==> src/rtl/tcp_rx_to_bus_if.sv <==
// Signal bundle between the SiTCP Rx FIFO / basil bus and the TCP-to-bus bridge.
// The bridge is the bus master; the environment (FIFO, bus slaves, top mux) is the slave side.
interface tcp_rx_to_bus_if #(
  parameter int unsigned ABUSWIDTH = 32
) ();
  logic                 USR_ACTIVE;
  logic                 USR_RX_EMPTY;
  logic                 USR_RX_RE;
  logic                 USR_RX_RV;
  logic [7:0]           USR_RX_RD;
  logic                 BUS_WR;
  logic [ABUSWIDTH-1:0] BUS_ADD;
  logic [7:0]           BUS_DATA_OUT;
  logic                 BUS_ACTIVE;
  logic [15:0]          FRAME_CNT;
  logic [7:0]           ERR_CNT;

  modport master (
    input  USR_ACTIVE, USR_RX_EMPTY, USR_RX_RV, USR_RX_RD,
    output USR_RX_RE, BUS_WR, BUS_ADD, BUS_DATA_OUT, BUS_ACTIVE, FRAME_CNT, ERR_CNT
  );

  modport slave (
    output USR_ACTIVE, USR_RX_EMPTY, USR_RX_RV, USR_RX_RD,
    input  USR_RX_RE, BUS_WR, BUS_ADD, BUS_DATA_OUT, BUS_ACTIVE, FRAME_CNT, ERR_CNT
  );
endinterface

==> src/rtl/tcp_rx_to_bus.sv <==
// TCP receive path: parses framed write commands from the SiTCP Rx byte stream
// (sync, 4-byte address, 2-byte length, payload) into byte-wide bus writes.
module tcp_rx_to_bus #(
  parameter int unsigned ABUSWIDTH = 32,
  parameter logic [7:0]  SYNC_BYTE = 8'hA5,
  parameter int unsigned TIMEOUT   = 1_000_000
) (
  input logic             BUS_CLK,
  input logic             BUS_RST,
  tcp_rx_to_bus_if.master bus
);

  typedef enum logic [1:0] {StIdle, StAddr, StLen, StData} state_e;

  state_e               state_q, state_d;
  logic [31:0]          addr_q, addr_d;
  logic [15:0]          len_q, len_d;
  logic [1:0]           idx_q, idx_d;
  logic [31:0]          tmo_q, tmo_d;
  logic                 wr_q, wr_d;
  logic [ABUSWIDTH-1:0] add_q, add_d;
  logic [7:0]           data_q, data_d;
  logic [15:0]          frame_q, frame_d;
  logic [7:0]           err_q, err_d;
  logic                 err_inc;
  logic                 rx_vld;
  logic                 tmo_hit;
  logic                 abort;
  logic [15:0]          len_new;

  // A byte landing after the connection dropped (pipelined RE) is discarded.
  assign rx_vld  = bus.USR_RX_RV & bus.USR_ACTIVE;
  assign tmo_hit = (TIMEOUT != 0) && !rx_vld && (tmo_q == TIMEOUT - 1);
  assign abort   = (state_q != StIdle) && (!bus.USR_ACTIVE || tmo_hit);
  assign len_new = {len_q[7:0], bus.USR_RX_RD};

  assign bus.USR_RX_RE    = bus.USR_ACTIVE & ~bus.USR_RX_EMPTY;
  assign bus.BUS_WR       = wr_q;
  assign bus.BUS_ADD      = add_q;
  assign bus.BUS_DATA_OUT = data_q;
  // Covers the cycle of the final write, after the FSM is already back in idle.
  assign bus.BUS_ACTIVE   = (state_q != StIdle) | wr_q;
  assign bus.FRAME_CNT    = frame_q;
  assign bus.ERR_CNT      = err_q;

  // Frame parser next-state, write generation and counter updates.
  always_comb begin
    state_d = state_q;
    addr_d  = addr_q;
    len_d   = len_q;
    idx_d   = idx_q;
    tmo_d   = '0;
    wr_d    = 1'b0;
    add_d   = add_q;
    data_d  = data_q;
    frame_d = frame_q;
    err_d   = err_q;
    err_inc = 1'b0;

    if (state_q != StIdle) begin
      tmo_d = rx_vld ? 32'd0 : tmo_q + 32'd1;
    end

    if (abort) begin
      // Abort beats a byte arriving in the same cycle.
      state_d = StIdle;
      tmo_d   = '0;
      err_inc = 1'b1;
    end else if (rx_vld) begin
      unique case (state_q)
        StIdle: begin
          if (bus.USR_RX_RD == SYNC_BYTE) begin
            state_d = StAddr;
            idx_d   = 2'd0;
          end else begin
            err_inc = 1'b1;
          end
        end
        StAddr: begin
          addr_d = {addr_q[23:0], bus.USR_RX_RD};
          idx_d  = idx_q + 2'd1;
          if (idx_q == 2'd3) begin
            state_d = StLen;
            idx_d   = 2'd0;
          end
        end
        StLen: begin
          len_d = len_new;
          idx_d = idx_q + 2'd1;
          if (idx_q == 2'd1) begin
            idx_d = 2'd0;
            if (len_new == 16'd0) begin
              frame_d = frame_q + 16'd1;
              state_d = StIdle;
            end else begin
              state_d = StData;
            end
          end
        end
        StData: begin
          wr_d   = 1'b1;
          add_d  = addr_q[ABUSWIDTH-1:0];
          data_d = bus.USR_RX_RD;
          addr_d = addr_q + 32'd1;
          len_d  = len_q - 16'd1;
          if (len_q == 16'd1) begin
            frame_d = frame_q + 16'd1;
            state_d = StIdle;
          end
        end
        default: ;
      endcase
    end

    if (err_inc && (err_q != 8'hFF)) begin
      err_d = err_q + 8'd1;
    end
  end

  // State and output registers; reset drops any pending write.
  always_ff @(posedge BUS_CLK or posedge BUS_RST) begin
    if (BUS_RST) begin
      state_q <= StIdle;
      addr_q  <= '0;
      len_q   <= '0;
      idx_q   <= '0;
      tmo_q   <= '0;
      wr_q    <= 1'b0;
      add_q   <= '0;
      data_q  <= '0;
      frame_q <= '0;
      err_q   <= '0;
    end else begin
      state_q <= state_d;
      addr_q  <= addr_d;
      len_q   <= len_d;
      idx_q   <= idx_d;
      tmo_q   <= tmo_d;
      wr_q    <= wr_d;
      add_q   <= add_d;
      data_q  <= data_d;
      frame_q <= frame_d;
      err_q   <= err_d;
    end
  end

endmodule

==> src/flat_wrapper.sv <==
// flat-port wrapper written by rule: the top's interface ports become plain ports
module tcp_rx_to_bus_flat 
#(
  parameter int unsigned ABUSWIDTH = 32,
  parameter logic [7:0]  SYNC_BYTE = 8'hA5,
  parameter int unsigned TIMEOUT   = 1_000_000
)
  (BUS_CLK, BUS_RST, bus_USR_ACTIVE, bus_USR_RX_EMPTY, bus_USR_RX_RV, bus_USR_RX_RD, bus_USR_RX_RE, bus_BUS_WR, bus_BUS_ADD, bus_BUS_DATA_OUT, bus_BUS_ACTIVE, bus_FRAME_CNT, bus_ERR_CNT);
  tcp_rx_to_bus_if #(.ABUSWIDTH(ABUSWIDTH)) bus_i ();
  input logic BUS_CLK;
  input logic BUS_RST;
  input wire logic [$bits(bus_i.USR_ACTIVE)-1:0] bus_USR_ACTIVE;
  input wire logic [$bits(bus_i.USR_RX_EMPTY)-1:0] bus_USR_RX_EMPTY;
  input wire logic [$bits(bus_i.USR_RX_RV)-1:0] bus_USR_RX_RV;
  input wire logic [$bits(bus_i.USR_RX_RD)-1:0] bus_USR_RX_RD;
  output wire logic [$bits(bus_i.USR_RX_RE)-1:0] bus_USR_RX_RE;
  output wire logic [$bits(bus_i.BUS_WR)-1:0] bus_BUS_WR;
  output wire logic [$bits(bus_i.BUS_ADD)-1:0] bus_BUS_ADD;
  output wire logic [$bits(bus_i.BUS_DATA_OUT)-1:0] bus_BUS_DATA_OUT;
  output wire logic [$bits(bus_i.BUS_ACTIVE)-1:0] bus_BUS_ACTIVE;
  output wire logic [$bits(bus_i.FRAME_CNT)-1:0] bus_FRAME_CNT;
  output wire logic [$bits(bus_i.ERR_CNT)-1:0] bus_ERR_CNT;
  assign bus_i.USR_ACTIVE = bus_USR_ACTIVE;
  assign bus_i.USR_RX_EMPTY = bus_USR_RX_EMPTY;
  assign bus_i.USR_RX_RV = bus_USR_RX_RV;
  assign bus_i.USR_RX_RD = bus_USR_RX_RD;
  assign bus_USR_RX_RE = bus_i.USR_RX_RE;
  assign bus_BUS_WR = bus_i.BUS_WR;
  assign bus_BUS_ADD = bus_i.BUS_ADD;
  assign bus_BUS_DATA_OUT = bus_i.BUS_DATA_OUT;
  assign bus_BUS_ACTIVE = bus_i.BUS_ACTIVE;
  assign bus_FRAME_CNT = bus_i.FRAME_CNT;
  assign bus_ERR_CNT = bus_i.ERR_CNT;
  tcp_rx_to_bus #(.ABUSWIDTH(ABUSWIDTH), .SYNC_BYTE(SYNC_BYTE), .TIMEOUT(TIMEOUT)) u_core (.BUS_CLK(BUS_CLK), .BUS_RST(BUS_RST), .bus(bus_i));
endmodule
==> config.mk <==
export PLATFORM = sky130hd
export DESIGN_NAME = tcp_rx_to_bus_flat
export DESIGN_NICKNAME = d
export VERILOG_FILES = /design/src/rtl/tcp_rx_to_bus_if.sv /design/src/rtl/tcp_rx_to_bus.sv /design/src/flat_wrapper.sv
export SDC_FILE = /design/constraint.sdc
export NUM_CORES = 1
export LEC_CHECK = 0
export ABC_AREA = 1
export BUFFER_PORTS_ARGS = -buffer_cell sky130_fd_sc_hd__buf_2
export CAP_MARGIN = 20
export CORE_ASPECT_RATIO = 1.75
export CORE_MARGIN = 2
export CORE_UTILIZATION = 50
export CTS_BUF_LIST = sky130_fd_sc_hd__clkbuf_4
export DETAILED_ROUTE_END_ITERATION = 16
export GPL_ROUTABILITY_DRIVEN = 0
export PLACE_DENSITY = 0.76
export SYNTH_ARGS = -nofsm -noshare
export SYNTH_HDL_FRONTEND = slang
export SYNTH_SLANG_ARGS = --single-unit
==> constraint.sdc <==
create_clock -name BUS_CLK -period 5.9 [get_ports BUS_CLK]
set_input_delay 0.59 -clock BUS_CLK [delete_from_list [all_inputs] [get_ports BUS_CLK]]
set_output_delay 0.59 -clock BUS_CLK [all_outputs]
set_load 0.005 [all_outputs]
# [Word-level counts from Yosys, hierarchy flattened]
# Index checks and enable logic that the tools add are counted.
[op_classes] reduce_logical=19 addsub=6 bitwise_logic=5 eq_ne=17 n_mux=28
[ops] op="two-way mux 32 bit" n=3
[ops] op="adder 32 x 1 -> 32 bit, second input constant" n=2
[ops] op="case mux 16 bit (2 select lines)" n=2
[ops] op="case mux 32 bit (2 select lines)" n=1
[ops] op="two-way mux 16 bit" n=3
[ops] op="equality test 32 x 20 -> 1 bit, second input constant" n=1
[ops] op="two-way mux 2 bit" n=10
[ops] op="adder 16 x 1 -> 16 bit, second input constant" n=1
[ops] op="equality test 16 x 1 -> 1 bit, second input constant" n=1
[ops] op="logical NOT 16 bit" n=1
[ops] op="subtractor 16 x 1 -> 16 bit, second input constant" n=1
[ops] op="!= test 3 x 1 -> 1 bit, second input constant" n=4
[ops] op="AND reduction 3 bit" n=3
[ops] op="adder 8 x 1 -> 8 bit, second input constant" n=1
[ops] op="equality test 8 bit, second input constant" n=1
[ops] op="!= test 2 x 1 -> 1 bit, second input constant" n=4
[ops] op="!= test 8 bit, second input constant" n=1
[ops] op="case mux 2 bit (4 select lines)" n=1
[ops] op="nonzero test 2 bit" n=4
[ops] op="two-way mux 1 bit" n=7
[ops] op="equality test 2 bit, second input constant" n=3
[ops] op="case mux 2 bit (3 select lines)" n=1
[ops] op="AND reduction 6 bit" n=1
[ops] op="AND reduction 5 bit" n=1
[ops] op="other kinds (11)" n=17
[word_totals] output_inout_bits=67 elab_cells=85 ff_bits=149 inputBits=13

# [Longest topological paths before layout]
# Gate-level depths: netlist (run 1).
[depth] ltp_word=7 ltp_mapped=12 depth_no_buf=12

# [Least setup slack after synthesis (run 1)]
# No wires, ideal clock.
[synth_path] path_kind="input-to-reg" startpoint="input port bus_USR_RX_RV" endpoint="register u_core.addr_q[11]" stages=7 setup_ns=0.117 required_ns=5.783 slack_ns=4.201 path_buffers=1 arrival_time_ns=1.582 cell_sequence="nand2_1 > inv_2 > o21ai_1 > clkbuf_1 > a21oi_1 > o21ai_1 > inv_1"
[synth_between] elab_chain_len=7
[synth_lines] item="start: declaration" line="flat_wrapper.sv:14" text="input wire logic [$bits(bus_i.USR_RX_RV)-1:0] bus_USR_RX_RV;"
[synth_lines] item="AND 1 bit *" line="tcp_rx_to_bus.sv:32" text="assign rx_vld = bus.USR_RX_RV & bus.USR_ACTIVE;"
[synth_lines] item="logical NOT 1 bit" line="tcp_rx_to_bus.sv:33" text="assign tmo_hit = (TIMEOUT != 0) && !rx_vld && (tmo_q == TIMEOUT - 1);"
[synth_lines] item="logical AND 1 bit" line="tcp_rx_to_bus.sv:33"
[synth_lines] item="logical OR 1 bit" line="tcp_rx_to_bus.sv:34" text="assign abort = (state_q != StIdle) && (!bus.USR_ACTIVE || tmo_hit);"
[synth_lines] item="logical AND 1 bit" line="tcp_rx_to_bus.sv:34"
[synth_lines] item="inverter 1 bit (no line)"
[synth_lines] item="AND reduction 3 bit (no line) *"
[synth_lines] item="end signal: assignment" line="tcp_rx_to_bus.sv:135" text="addr_q <= addr_d;"
[synth_lines] item="end: declaration" line="tcp_rx_to_bus.sv:16" text="logic [31:0] addr_q, addr_d;"
# Mark *: on every way between the ends. The rest lies on a longest branch, timed or not.
# A chain may end at the register's enable or synchronous reset.

# [Worst setup path after layout (run 1)]
[layout_path] startpoint="register u_core.state_q[1]" endpoint="output port bus_BUS_ACTIVE"
[layout_between] elab_chain_len=2
[layout_lines] item="start: declaration" line="tcp_rx_to_bus.sv:15" text="state_e state_q, state_d;"
[layout_lines] item="start signal: assignment" line="tcp_rx_to_bus.sv:123" text="state_q <= StIdle;"
[layout_lines] item="start signal: assignment" line="tcp_rx_to_bus.sv:134" text="state_q <= state_d;"
[layout_lines] item="nonzero test 2 bit" line="tcp_rx_to_bus.sv:42" text="assign bus.BUS_ACTIVE = (state_q != StIdle) | wr_q;"
[layout_lines] item="OR 1 bit" line="tcp_rx_to_bus.sv:42"
[layout_lines] item="end: declaration" line="flat_wrapper.sv:20" text="output wire logic [$bits(bus_i.BUS_ACTIVE)-1:0] bus_BUS_ACTIVE;"
# Every way passes these cells.

==> impl_metrics.ini, run 1 <==
[worst_hold_path]
hold_class = in -> async

[run_status]
status = complete, no violations

[sta]
holdWs_ns = 0.192
skew_ns = 0.0285
setup_viol = 0
finalHoldViolations = 0
relSlewSlack = 0.384
tightest_slew_ns = 0.924
rsz0062_at_grt = no
max_freq_ghz = 0.390
tns_ns = 0
period_minus_slack_ns = 2.57
finalMaxSlewViolations = 0
period_share = 0.435

[routing]
via_per_inst = 5.42
drcViolationCount = 0
top_layer = met4
ant_nets = 0
routedWlPerCell_um = 15.4
route.met2.wl_um = 11900
met3WireLength_um = 1060
first_iter_violations = 556
drt_wl_total_um = 23200
met1_length_um = 8330
via_count = 8165
firstDrtPassIters = 8

[die]
core-area_um2 = 16900
rows = 63
start_util = 0.509
io_pins = 80
die-area_um2 = 18300
die_w_um = 103
die_h_um = 177

[critical_path]
slowest_stage = dfrtp_1
crit_arrival_ns = 1.98
startpoint_type = flip-flop
end_kind = output port
r2r_start = u_core.state_q[0]
required_ns = 5.31
cp.depth = 5
crit_end = bus_BUS_ACTIVE
critPathKind = reg -> out
cp_common_cell = inv_1
slowest_delay_ns = 0.43
cp_cell_sequence = inv_1, ha_1, inv_1, or2_2, buf_2
reg2reg_to = u_core.len_q[4]
cpLargestDelayFamily = flip-flops
rrSetupSlack_ns = 3.46
crit_fanout = 7
ff2ff_path_depth = 9
path_buf_inv = 3
cp-startpoint = u_core.state_q[1]

[placed_design]
placed_area_um2 = 9160
place_inst = 1471
dp_hpwl_um = 17200
port_buffers = 79

[cells_and_area]
finalNonFillerCells = 1506
postLayoutCellArea_um2 = 9480
final.fill_count = 1661
area_growth_pct = 10.4
finalNetCount = 1292
post-route-util = 0.562
drive_above_1_share = 0.113

[synthesis]
synth_top_family_by_area = simple AND/OR/NAND/NOR gates
synthAdderAreaFrac = 0.0204
synth_compound_area_frac = 0.0955
yosys_warnings = 0
ys_ff_latch = 149
synth_area_leader_cell = dfrtp_1
synth_fp_nets = 1221
yosys.area.top_type_share = 0.434
yosysSeqAreaShare = 0.434
syn_inst = 1194
synthMuxAreaShare = 0.00233
synth_area_per_cell_um2 = 7.20
synth_area_leaders = dfrtp_1 (43%), nand2_1 (15%), nor2_1 (6.8%), nand3_1 (5.6%), inv_1 (5.0%)
synthSimpleGateAreaFrac = 0.328
synth_xor_area_frac = 0.0479
syn-cell-area_um2 = 8590
synth_cell_types = 36

[grt]
grt_overflow = 0
grt_pass1_wl_um = 37600
antenna_found_initial = 1
grt_pass1_vias = 7952
grt_start_max_net_pins = 105
gr-usage-all-layers = 0.266

[pwr]
p_leak_nw = 4.55
peakVddDrop_mv = 0.182
comb_power_share = 0.374
p_sw_w = 0.00165
power.share.clock = 0.172
p_sw_frac = 0.440
power_density_nw_per_um2 = 395
p_int_w = 0.00210
seqPwrFrac = 0.454

[clock_tree]
tritoncts = done
cts_setup_buffers = 0
cts_root_buf = clkbuf_4
cts_resized = 0
insertion_delay_ns = 0.58
cts.sinks = 149
clk_pin_slew_ns = 0.15
cts_max_level = 4
clock_path_buffers = 2
cts_made_buffers = 17
postCtsHoldBufs = 0

[run]
cap_violations = 0
## Yosys cell counts
master,instances
o21ai_0,57
a22o_1,1
o21ai_4,1
nor3b_1,2
buf_6,2
o21ai_1,41
nand3_1,96
nand4_1,21
dfrtp_1,149
o21a_1,1
xor2_1,31
a21oi_1,29
inv_2,11
o22ai_1,9
nor2_1,156
o21bai_1,2
nand2_2,3
nor2_4,2
nor3_1,32
buf_1,2
nor4_1,1
o211ai_1,3
or2_0,1
nand2_1,348
mux2i_1,2
a21o_1,2
or2_2,2
ha_1,14
nand2_4,3
clkbuf_1,21
inv_1,114
a31oi_1,7
nor2_2,3
buf_2,8
nor2_8,1
xnor2_1,16
## routing by layer
layer  up-vias  global-route usage
met2       336               0.462
met1      3725               0.275
met5         -                   0
met4         0               0.204
met3       116              0.0461
li1       3988                   -
## worst min-delay path by stage
stage	startpoint	endpoint	slack, ns	cells past startpoint
2_1_floorplan	u_core.tmo_q[0]	u_core.tmo_q[0]	0.43	1
3_3_place_gp	u_core.tmo_q[0]	u_core.tmo_q[0]	0.45	1
3_5_place_dp	u_core.bus.BUS_ADD[1]	u_core.bus.BUS_ADD[1]	0.45	2
4_1_cts	BUS_RST	u_core.tmo_q[24]	0.23	2
5_1_grt	BUS_RST	u_core.tmo_q[23]	0.22	2
6_report	BUS_RST	u_core.tmo_q[23]	0.19	2
## flip-flops by register name, summed over array words and instances, names as in the netlist
name and flops:
u_core.addr_q 32, u_core.bus.BUS_ADD 32, u_core.tmo_q 32, u_core.bus.FRAME_CNT 16, u_core.len_q 16, u_core.bus.BUS_DATA_OUT 8
u_core.bus.ERR_CNT 8, u_core.idx_q 2, u_core.state_q 2, u_core.bus.BUS_WR 1
## layout make-up
cell class / instances / area (µm²) / area share
repair buffers: 85 / 460 / 0.0485
clock inverters: 15 / 155 / 0.0164
flip-flops and latches: 149 / 3730 / 0.393
clock buffers: 17 / 128 / 0.0135
inverters: 125 / 474 / 0.0500
multi-input cells: 887 / 4250 / 0.448
diodes: 1 / 2.50 / 0.000264
well taps: 227 / 284 / 0.0299
## power groups by stage
stage,clock network [W],registers [W],logic [W]
finish,0.000646,0.00170,0.00140
global route,0.000708,0.00175,0.00160
CTS,0.000662,0.00169,0.00139
detailed placement,0,0.00171,0.00139
global placement,0,0.00171,0.00135
floorplan,0,0.00163,0.000947
## cell families (layout without fill, tap and decap cells)
logic type	count (synthesis)	in the layout
XOR/XNOR	47	47
other	0	1
adder cells (fa/ha/maj)	14	14
multiplexers	2	2
AO/OA/AOI/OAI	153	153
flip-flops	149	149
buffers and inverters	158	242
AND/OR/NAND/NOR	671	671
## per-stage QoR
stage          total power, W  setup slack (ns)
5_1_grt               0.00405              3.19
3_3_place_gp          0.00306              3.19
6_report              0.00375              3.33
4_1_cts               0.00374              3.05
2_1_floorplan         0.00257              1.30
3_5_place_dp          0.00310              3.10
## placed cells by master, fill, tap and decap left out, drive strengths merged, types with 2 or more instances in the layout
| cell type | n |
|---|---|
| a21o | 2 |
| a21oi | 29 |
| a31oi | 7 |
| buf | 85 |
| bufinv | 2 |
| clkbuf | 17 |
| clkinv | 3 |
| clkinvlp | 7 |
| dfrtp | 149 |
| ha | 14 |
| inv | 128 |
| mux2i | 2 |
| nand2 | 354 |
| nand3 | 96 |
| nand4 | 21 |
| nor2 | 162 |
| nor3 | 32 |
| nor3b | 2 |
| o211ai | 3 |
| o21ai | 99 |
| o21bai | 2 |
| o22ai | 9 |
| or2 | 3 |
| xnor2 | 16 |
| xor2 | 31 |
Power figures use the tool's default switching activity.
==> inputs of run 2 (changes only) <==
--- a/config.mk
+++ b/config.mk
@@ -14,7 +14,7 @@
 export CTS_BUF_LIST = sky130_fd_sc_hd__clkbuf_4
 export DETAILED_ROUTE_END_ITERATION = 16
 export GPL_ROUTABILITY_DRIVEN = 0
-export PLACE_DENSITY = 0.76
+export PLACE_DENSITY = 0.79
 export SYNTH_ARGS = -nofsm -noshare
 export SYNTH_HDL_FRONTEND = slang
 export SYNTH_SLANG_ARGS = --single-unit
==> constraint.sdc (replaced) <==
create_clock -name BUS_CLK -period 2.06 [get_ports BUS_CLK]
set_input_delay 0.206 -clock BUS_CLK [delete_from_list [all_inputs] [get_ports BUS_CLK]]
set_output_delay 0.206 -clock BUS_CLK [all_outputs]
set_load 0.005 [all_outputs]
==> impl_metrics.ini, run 2 (synthesis gave the netlist of run 1 again) <==
[sta]
period_share = 0.956
setup_viol = 0
max_freq_ghz = 0.508
finalHoldViolations = 0
tightest_slew_ns = 0.501
skew_ns = 0.0280
rsz0062_at_grt = yes
relSlewSlack = 0.666
finalMaxSlewViolations = 0
holdWs_ns = 0.134
period_minus_slack_ns = 1.97

[cells_and_area]
postLayoutCellArea_um2 = 9900
multi_input_area_um2 = 4270
finalNetCount = 1333
layout.cells.most_common_list = nand2_1 (347), nor2_1 (156), dfrtp_1 (147), inv_1 (110), nand3_1 (96)
final.fill_count = 1652
layout_commonest_cell = nand2_1
finalNonFillerCells = 1547
area_growth_pct = 15.2
seq_area_um2 = 3730
drive_above_1_share = 0.139

[critical_path]
critPathKind = reg -> out
rrSetupSlack_ns = 0.19
cp_cell_sequence = inv_2, ha_4, inv_1, or2_2, buf_2
slowest_stage = dfrtp_1
startpoint_type = flip-flop
crit_fanout = 7
end_kind = output port
required_ns = 1.85
crit_arrival_ns = 1.76
slowest_delay_ns = 0.43

[clock_tree]
cts_made_buffers = 17
cts_max_level = 4
cts.sinks = 149
insertion_delay_ns = 0.56
clock_path_buffers = 2
cts_root_buf = clkbuf_4
tritoncts = done
clk_pin_slew_ns = 0.13

[routing]
ant_nets = 0
via_per_inst = 5.42
firstDrtPassIters = 4
drt_wl_total_um = 23300
drcViolationCount = 0
via_count = 8380
routedWlPerCell_um = 15.1
first_iter_violations = 469

[pwr]
p_leak_nw = 4.78
total_power_w = 0.0111
peakVddDrop_mv = 0.576
power_density_nw_per_um2 = 1120

[die]
die_w_um = 103
io_pins = 80
rows = 63
core-area_um2 = 16900
start_util = 0.509
die_h_um = 177
die-area_um2 = 18300

[placed_design]
placed_area_um2 = 9410
port_buffers = 79
dp_hpwl_um = 17500
place_inst = 1496

[worst_hold_path]
hold_class = in -> reg

[grt]
grt_overflow = 0
grt_start_max_net_pins = 81
antenna_found_initial = 1
gr-usage-all-layers = 0.267
grt_pass1_wl_um = 38100
grt_pass1_vias = 8033

[run]
cap_violations = 0

[run_status]
status = complete, no violations
-- run 2: per-stage QoR --
stage | setup TNS, ns | setup slack [ns] | utilization
detailed placement | 0 | 0.0988 | 0.558
global route | -0.00998 | -0.00998 | 0.587
finish | 0 | 0.0900 | 0.587
global placement | 0 | 0.183 | 0.558
floorplan | -3.13 | -0.0210 | -
CTS | 0 | 0.0300 | 0.582
-- run 2: final timing paths --
path,cells past startpoint,end,from
min reg2reg,1,u_core.tmo_q[0],u_core.tmo_q[0]
max reg2reg,9,u_core.len_q[4],u_core.state_q[0]
min in group asynchronous,3,u_core.addr_q[9],BUS_RST
min,4,u_core.tmo_q[21],bus_USR_RX_RV
max in group asynchronous,4,u_core.addr_q[0],BUS_RST
max,5,bus_BUS_ACTIVE,u_core.state_q[0]
-- run 2: power by group --
part / leakage, nW / total, W / internal (W) / switching [W]
logic: 2.70 / 0.00434 / 0.00169 / 0.00265
clock network: 0.152 / 0.00193 / 0.000861 / 0.00106
registers: 1.93 / 0.00485 / 0.00386 / 0.000987
total: 4.78 / 0.0111 / 0.00641 / 0.00470
-- run 2: cell type report --
type | count | share of cell area
inverter | 125 | 0.0478
tap | 227 | 0.0287
timing repair buffer | 126 | 0.0844
sequential | 149 | 0.377
antenna | 1 | 0.000253
clock buffer | 19 | 0.0144
clock inverter | 13 | 0.0158
multi-input combinational | 887 | 0.432
-- run 2: critical path: cells and delay by family (launching register included) --
family | cells | cell delay [ns]
simple gates | 1 | 0.28
flops | 1 | 0.43
buf+inv | 3 | 0.32
fa+ha+maj | 1 | 0.18
-- run 2: layer usage --
| layer | GRT usage | part of all wire |
|---|---|---|
| met4 | 0.193 | 0.075 |
| met3 | 0.0378 | 0.042 |
| met5 | 0 | 0 |
| met2 | 0.462 | 0.52 |
| met1 | 0.290 | 0.36 |
-- run 2: what timing repair did --
action,CTS,global route
hold buffers,10,0
resized for setup,4,6
endpoints found under the setup margin,1,24
cloned,0,0
setup buffers,0,8
hold endpoints to repair,109,0
pin swaps,0,2
